===== src/rtl/sd_dma_wb_arbiter_if.sv =====
// ---------------------------------------------------------------------------
// sd_dma_wb_arbiter_if
// One point-to-point Wishbone link. Data direction names are from the
// master's point of view: dout carries write data out of the master, din
// carries read data back into it.
//
// Signals:
//   addr[31:0]  address                (master -> slave)
//   dout[31:0]  write data             (master -> slave)
//   din[31:0]   read data              (slave  -> master)
//   dm[3:0]     byte enables           (master -> slave)
//   cyc/stb/we  bus cycle controls     (master -> slave)
//   ack         transfer acknowledge   (slave  -> master)
//
// Modports:
//   master : the side that starts cycles
//   slave  : the side that answers them
// ---------------------------------------------------------------------------
interface sd_dma_wb_arbiter_if;
  logic [31:0] addr;
  logic [31:0] dout;
  logic [31:0] din;
  logic [3:0]  dm;
  logic        cyc;
  logic        stb;
  logic        we;
  logic        ack;

  modport master (output addr, dout, dm, cyc, stb, we, input din, ack);
  modport slave  (input addr, dout, dm, cyc, stb, we, output din, ack);
endinterface


===== src/rtl/sd_dma_wb_arbiter.sv =====
// ---------------------------------------------------------------------------
// sd_dma_wb_arbiter
// Two-master / one-slave Wishbone arbiter placed between the CPU data master
// (m0), the SD controller DMA master (m1) and system memory (s). Round-robin
// with a held grant: once a master owns the bus it keeps it until its cyc
// drops, so DMA block bursts are never split. One idle cycle always
// separates two owners.
//
// Ports:
//   wb_clk       bus clock, rising edge
//   wb_rst       asynchronous active-high reset
//   m0           CPU master link        (slave modport)
//   m1           SD DMA master link     (slave modport)
//   s            memory slave link      (master modport)
//   grant[1:0]   one-hot owner, bit0=m0, bit1=m1, 00 when idle
//   timeout_evt  one-cycle pulse when a stalled access is aborted
//
// Parameters:
//   TIMEOUT_W    stall counter width; abort after 2^TIMEOUT_W-1 stalled cycles
//   RESET_LAST   last-served master after reset (1 -> m0 wins first contention)
//
// Optional build macro SD_DMA_WB_ARBITER_TIMEOUT_EN adds the stall timeout.
// Without it, timeout_evt is constant 0 and a silent slave hangs the bus.
// ---------------------------------------------------------------------------
module sd_dma_wb_arbiter #(
  parameter int TIMEOUT_W  = 10,
  parameter bit RESET_LAST = 1'b1
) (
  input  logic                 wb_clk,
  input  logic                 wb_rst,
  sd_dma_wb_arbiter_if.slave   m0,
  sd_dma_wb_arbiter_if.slave   m1,
  sd_dma_wb_arbiter_if.master  s,
  output logic [1:0]           grant,
  output logic                 timeout_evt
);

  localparam logic [31:0] TMO_DATA = 32'hDEAD_BEEF;

  typedef enum logic [1:0] {IDLE = 2'd0, OWN0 = 2'd1, OWN1 = 2'd2} state_t;

  state_t state, state_nxt;
  logic   last, last_nxt;   // 0: m0 served last, 1: m1 served last
  logic   tmo_hit;

  always_ff @(posedge wb_clk or posedge wb_rst) begin
    if (wb_rst) begin
      state <= IDLE;
      last  <= RESET_LAST;
    end else begin
      state <= state_nxt;
      last  <= last_nxt;
    end
  end

  // Ownership only changes through IDLE, which enforces the bus-idle gap.
  always_comb begin
    state_nxt = state;
    last_nxt  = last;
    case (state)
      IDLE: begin
        if (m0.cyc && m1.cyc) begin
          if (last) begin
            state_nxt = OWN0;
            last_nxt  = 1'b0;
          end else begin
            state_nxt = OWN1;
            last_nxt  = 1'b1;
          end
        end else if (m0.cyc) begin
          state_nxt = OWN0;
          last_nxt  = 1'b0;
        end else if (m1.cyc) begin
          state_nxt = OWN1;
          last_nxt  = 1'b1;
        end
      end
      OWN0:    if (!m0.cyc) state_nxt = IDLE;
      OWN1:    if (!m1.cyc) state_nxt = IDLE;
      default: state_nxt = IDLE;
    endcase
  end

  assign grant       = {state == OWN1, state == OWN0};
  assign timeout_evt = tmo_hit;

  // Bus routing follows the registered owner only; nothing reaches the
  // slave in IDLE. A timeout replaces the slave's answer with a synthetic
  // ack carrying TMO_DATA and withdraws stb for that cycle.
  always_comb begin
    s.addr = '0;
    s.dout = '0;
    s.dm   = '0;
    s.cyc  = 1'b0;
    s.stb  = 1'b0;
    s.we   = 1'b0;
    m0.ack = 1'b0;
    m0.din = '0;
    m1.ack = 1'b0;
    m1.din = '0;
    case (state)
      OWN0: begin
        s.addr = m0.addr;
        s.dout = m0.dout;
        s.dm   = m0.dm;
        s.cyc  = m0.cyc;
        s.stb  = m0.stb & ~tmo_hit;
        s.we   = m0.we;
        m0.ack = s.ack | tmo_hit;
        m0.din = tmo_hit ? TMO_DATA : s.din;
      end
      OWN1: begin
        s.addr = m1.addr;
        s.dout = m1.dout;
        s.dm   = m1.dm;
        s.cyc  = m1.cyc;
        s.stb  = m1.stb & ~tmo_hit;
        s.we   = m1.we;
        m1.ack = s.ack | tmo_hit;
        m1.din = tmo_hit ? TMO_DATA : s.din;
      end
      default: ;
    endcase
  end

`ifdef SD_DMA_WB_ARBITER_TIMEOUT_EN
  logic [TIMEOUT_W-1:0] tmo_cnt;

  assign tmo_hit = (state != IDLE) && (tmo_cnt == '1);

  // Counts cycles with stb presented and no ack. Restarts on any ack, on
  // the abort itself and whenever the owner releases the bus.
  always_ff @(posedge wb_clk or posedge wb_rst) begin
    if (wb_rst)
      tmo_cnt <= '0;
    else if (state_nxt == IDLE || s.ack || tmo_hit)
      tmo_cnt <= '0;
    else if (s.stb)
      tmo_cnt <= tmo_cnt + TIMEOUT_W'(1);
  end
`else
  // No stall counter; the abort path stays constant 0.
  assign tmo_hit = (TIMEOUT_W < 0);
`endif

endmodule


===== src/flat_wrapper.sv =====
// flat-port wrapper written by rule: the top's interface ports become plain ports
module sd_dma_wb_arbiter_flat 
#(
  parameter int TIMEOUT_W  = 10,
  parameter bit RESET_LAST = 1'b1
)
  (wb_clk, wb_rst, grant, timeout_evt, m0_addr, m0_dout, m0_dm, m0_cyc, m0_stb, m0_we, m0_din, m0_ack, m1_addr, m1_dout, m1_dm, m1_cyc, m1_stb, m1_we, m1_din, m1_ack, s_addr, s_dout, s_dm, s_cyc, s_stb, s_we, s_din, s_ack);
  sd_dma_wb_arbiter_if m0_i ();
  sd_dma_wb_arbiter_if m1_i ();
  sd_dma_wb_arbiter_if s_i ();
  input  logic wb_clk;
  input  logic wb_rst;
  output logic [1:0] grant;
  output logic timeout_evt;
  input wire logic [$bits(m0_i.addr)-1:0] m0_addr;
  input wire logic [$bits(m0_i.dout)-1:0] m0_dout;
  input wire logic [$bits(m0_i.dm)-1:0] m0_dm;
  input wire logic [$bits(m0_i.cyc)-1:0] m0_cyc;
  input wire logic [$bits(m0_i.stb)-1:0] m0_stb;
  input wire logic [$bits(m0_i.we)-1:0] m0_we;
  output wire logic [$bits(m0_i.din)-1:0] m0_din;
  output wire logic [$bits(m0_i.ack)-1:0] m0_ack;
  input wire logic [$bits(m1_i.addr)-1:0] m1_addr;
  input wire logic [$bits(m1_i.dout)-1:0] m1_dout;
  input wire logic [$bits(m1_i.dm)-1:0] m1_dm;
  input wire logic [$bits(m1_i.cyc)-1:0] m1_cyc;
  input wire logic [$bits(m1_i.stb)-1:0] m1_stb;
  input wire logic [$bits(m1_i.we)-1:0] m1_we;
  output wire logic [$bits(m1_i.din)-1:0] m1_din;
  output wire logic [$bits(m1_i.ack)-1:0] m1_ack;
  output wire logic [$bits(s_i.addr)-1:0] s_addr;
  output wire logic [$bits(s_i.dout)-1:0] s_dout;
  output wire logic [$bits(s_i.dm)-1:0] s_dm;
  output wire logic [$bits(s_i.cyc)-1:0] s_cyc;
  output wire logic [$bits(s_i.stb)-1:0] s_stb;
  output wire logic [$bits(s_i.we)-1:0] s_we;
  input wire logic [$bits(s_i.din)-1:0] s_din;
  input wire logic [$bits(s_i.ack)-1:0] s_ack;
  assign m0_i.addr = m0_addr;
  assign m0_i.dout = m0_dout;
  assign m0_i.dm = m0_dm;
  assign m0_i.cyc = m0_cyc;
  assign m0_i.stb = m0_stb;
  assign m0_i.we = m0_we;
  assign m0_din = m0_i.din;
  assign m0_ack = m0_i.ack;
  assign m1_i.addr = m1_addr;
  assign m1_i.dout = m1_dout;
  assign m1_i.dm = m1_dm;
  assign m1_i.cyc = m1_cyc;
  assign m1_i.stb = m1_stb;
  assign m1_i.we = m1_we;
  assign m1_din = m1_i.din;
  assign m1_ack = m1_i.ack;
  assign s_addr = s_i.addr;
  assign s_dout = s_i.dout;
  assign s_dm = s_i.dm;
  assign s_cyc = s_i.cyc;
  assign s_stb = s_i.stb;
  assign s_we = s_i.we;
  assign s_i.din = s_din;
  assign s_i.ack = s_ack;
  sd_dma_wb_arbiter #(.TIMEOUT_W(TIMEOUT_W), .RESET_LAST(RESET_LAST)) u_core (.wb_clk(wb_clk), .wb_rst(wb_rst), .m0(m0_i), .m1(m1_i), .s(s_i), .grant(grant), .timeout_evt(timeout_evt));
endmodule

===== config.mk =====
export PLATFORM = sky130hd
export DESIGN_NAME = sd_dma_wb_arbiter_flat
export DESIGN_NICKNAME = d
export VERILOG_FILES = /design/src/rtl/sd_dma_wb_arbiter_if.sv /design/src/rtl/sd_dma_wb_arbiter.sv /design/src/flat_wrapper.sv
export SDC_FILE = /design/constraint.sdc
export NUM_CORES = 1
export LEC_CHECK = 0
export CAP_MARGIN = 20
export CORE_AREA = 2 2 123 125
export CTS_CLUSTER_DIAMETER = 80
export DETAILED_ROUTE_END_ITERATION = 12
export DIE_AREA = 0 0 125 127
export PLACE_DENSITY = 0.52
export REMOVE_ABC_BUFFERS = 1
export SLEW_MARGIN = 20
export SYNTH_ARGS = -nofsm -noshare
export SYNTH_HDL_FRONTEND = slang
export SYNTH_SLANG_ARGS = --single-unit

===== constraint.sdc =====
create_clock -name wb_clk -period 2 [get_ports wb_clk]
set_input_delay 0.3 -clock wb_clk [delete_from_list [all_inputs] [get_ports wb_clk]]
set_output_delay 0.3 -clock wb_clk [all_outputs]
set_load 0.01 [all_outputs]

==> impl_metrics.py, run 1 <==
metrics = {
    "power": {
        "vdd_drop_max_v": 0.000383,
        "power_density_nw_per_um2": 997,
        "p_leak_nw": 2.38,
    },
    "synthesis": {
        "async_flop_share_pct": 100,
        "synth_top_area_share_pct": 29.8,
        "syn-cell-area_sq_um": 1770,
        "synth_area_leader_cell": "a22oi_1",
        "synth_commonest_cells": "71 x nor2b_1, 70 x a22oi_1, 66 x and2_1",
        "synthFlopType": "dfrtp_1",
        "synth_edf_count": 0,
        "synth-seq-cells": 3,
        "syn_inst": 262,
        "post-synth-top-count-cell": "nor2b_1",
        "synth_warnings": 0,
        "synth-seq-area-share_pct": 4.32,
        "syn_area_per_cell_sq_um": 6.74,
        "synthTopCellsByArea": "a22oi_1 30%, nor2b_1 25%, and2_1 23%, buf_2 3.7%, clkbuf_1 3.0%",
        "synth_cell_types": 18,
    },
    "cells_and_area": {
        "final_area_sq_um": 5530,
        "final_util_pct": 38.3,
        "final_layout_size_suffix_gt1_share_pct": 26.1,
        "fin_nets": 764,
        "antenna_cells": 0,
        "area_growth_pct": 213,
    },
    "drt": {
        "route.detailed.wl_per_inst_um": 16.7,
        "via_count": 3224,
        "viasPerCell": 4.21,
        "wl_um": 12800,
        "detail-route-antenna-nets": 0,
        "route.detailed.drc": 0,
        "drt_iter0_markers": 90,
        "drt_pass1_iterations": 4,
    },
    "grt": {
        "grt_pass1_vias": 3140,
        "grt_max_degree": 35,
        "grt_pass1_wl_um": 18400,
        "antenna_found_initial": 0,
        "grt_use_total_pct": 14.5,
        "overflow": 0,
    },
    "worst_setup_path": {
        "cp_max_fo": 12,
        "critPathLaunchType": "flip-flop",
        "criticalPathCategory": "reg2out",
        "required_ns": 1.70,
        "end_kind": "output port",
        "arrival_ns": 1.69,
    },
    "run_status": {
        "outcome": "finished clean",
    },
    "place": {
        "numPortBuffers": 315,
        "dp_hpwl_um": 9460,
        "postPlaceCellArea_sq_um": 5220,
        "place_congestion": 0.834,
    },
    "sta": {
        "slew_violations": 0,
        "setup_violations": 0,
        "timing.final.crit_share_pct": 99.6,
        "whs_ns": 0.252,
        "hold_violations": 0,
        "finClkSkew_ns": 0.00244,
        "rsz0062_at_grt": "true",
        "fin_crit_ns": 1.99,
        "fmax_mhz": 502,
    },
    "clock_tree": {
        "cts.sinks": 3,
        "cts_root_buf": "clkbuf_16",
        "cts_tree": "yes",
        "numCtsBuffers": 3,
        "clk_latency_ns": 0.23,
        "htree_levels": 1,
        "clk_path_buf_depth": 2,
        "ctsHoldBuffers": 0,
        "clkTransAtPathRegs_ns": 0.03,
    },
    "floorplan": {
        "rows": 44,
        "core_sq_um": 14400,
        "die_w_um": 125,
        "start_util_pct": 12.2,
        "die_h_um": 127,
        "io-pin-count": 317,
        "dieArea_sq_um": 15900,
    },
    "run": {
        "cap_violations": 0,
    },
    "worst_hold_path": {
        "hold_path_class": "in2async",
    },
}
==> layout make-up <==
class / count / area (sq um)
Sequential cell: 3 / 76.3
Inverter: 5 / 18.8
Timing Repair Buffer: 347 / 3330
Clock buffer: 4 / 78.8
Multi-Input combinational cell: 223 / 1800
Fill cell: 1542 / 8890
Tap cell: 184 / 230
==> per-layer routing <==
| metal | vias up | GRT usage [%] | share of wire (%) |
|---|---|---|---|
| li1 | 1548 | - | - |
| met1 | 1502 | 16.4 | 39 |
| met2 | 164 | 28.4 | 54 |
| met3 | 10 | 2.47 | 6.4 |
| met4 | 0 | 2.88 | 0.93 |
| met5 | - | 0 | 0 |
==> critical path, cell delays in order (launching register included) <==
cell	delay, ns
dfrtp_1	0.40
buf_6	0.14
ha_4	0.19
buf_4	0.16
buf_16	0.15
a22oi_2	0.15
nor2b_1	0.06
clkdlybuf4s15_2	0.22
==> power breakdown <==
group,switching [mW],internal [mW]
Combinational,2.27,2.81
Sequential,0.0237,0.0960
Clock,0.0557,0.263
==> stage by stage <==
step | power [mW] | cells | setup slack, ns | TNS [ns]
floorplan | 2.12 | 231 | -1.03 | -96.61
global placement | 4.73 | 747 | -0.134 | -4.99
detailed placement | 4.75 | 747 | -0.124 | -6.29
CTS | 5.32 | 761 | -0.108 | -0.324
global route | 5.91 | 766 | -0.0420 | -0.0806
finish | 5.51 | 766 | 0.00856 | 0
==> path summary, 6_finish.rpt <==
check	startpoint	to	slack (ns)	cells past startpoint
worst min register to register	u_core.last	u_core.last	0.51	2
worst max register to register	u_core.state[1]	u_core.state[0]	0.29	8
min in group wb_clk	u_core.last	u_core.last	0.51	2
max in group asynchronous	wb_rst	u_core.last	1.54	2
worst min-delay path	wb_rst	u_core.state[0]	0.25	2
worst max-delay path	u_core.state[1]	s_addr[22]	0.009	7
==> placed cells by master, fill, tap and decap left out <==
cell type          n
inv_1              3
and2_1            66
o21ai_0            1
dlymetal6s2s_1     1
buf_12             9
dfrtp_1            2
clkdlybuf4s15_1   26
a21oi_1            2
buf_6              4
clkbuf_1           1
clkdlybuf4s50_1  176
buf_4             11
nand2_1            3
nor2b_2            1
clkdlybuf4s15_2    2
buf_16             3
nor2b_1           70
a22o_1             2
inv_2              2
conb_1             1
bufbuf_16          3
dfstp_2            1
ha_4               4
buf_2             42
clkbuf_16          4
a22oi_2           47
buf_8              1
o21ai_1            2
a22oi_4            1
dlygate4sd2_1     51
clkbuf_2          17
a22oi_1           23
==> what timing repair did <==
action	CTS	global route
gates resized for setup	301	91
pin swaps	2	3
setup buffers	4	4
cloned	6	1
setup endpoints to repair	139	81
==> flip-flops by register name (all words and copies together) (netlist names) <==
register	count
u_core.last	1
u_core.state	2
==> logic make-up (layout without fill, tap and decap cells) <==
kind of cell    Yosys count  count (layout)  synth area share (%)
simple gates            140             140                  49.2
buf+inv                  36             356                  10.1
compound gates           78              78                  33.4
other cells               1               1                 0.212
fa+ha+maj                 4               4                  2.83
flops                     3               3                  4.32
(Power assumes the default switching activity.)
==> inputs of run 2 (changes only) <==
--- a/config.mk
+++ b/config.mk
@@ -5,7 +5,6 @@
 export SDC_FILE = /design/constraint.sdc
 export NUM_CORES = 1
 export LEC_CHECK = 0
-export CAP_MARGIN = 20
 export CORE_AREA = 2 2 123 125
 export CTS_CLUSTER_DIAMETER = 80
 export DETAILED_ROUTE_END_ITERATION = 12
==> results of run 2 <==
The final DEF is identical to that of run 1; final timing and power are the same.
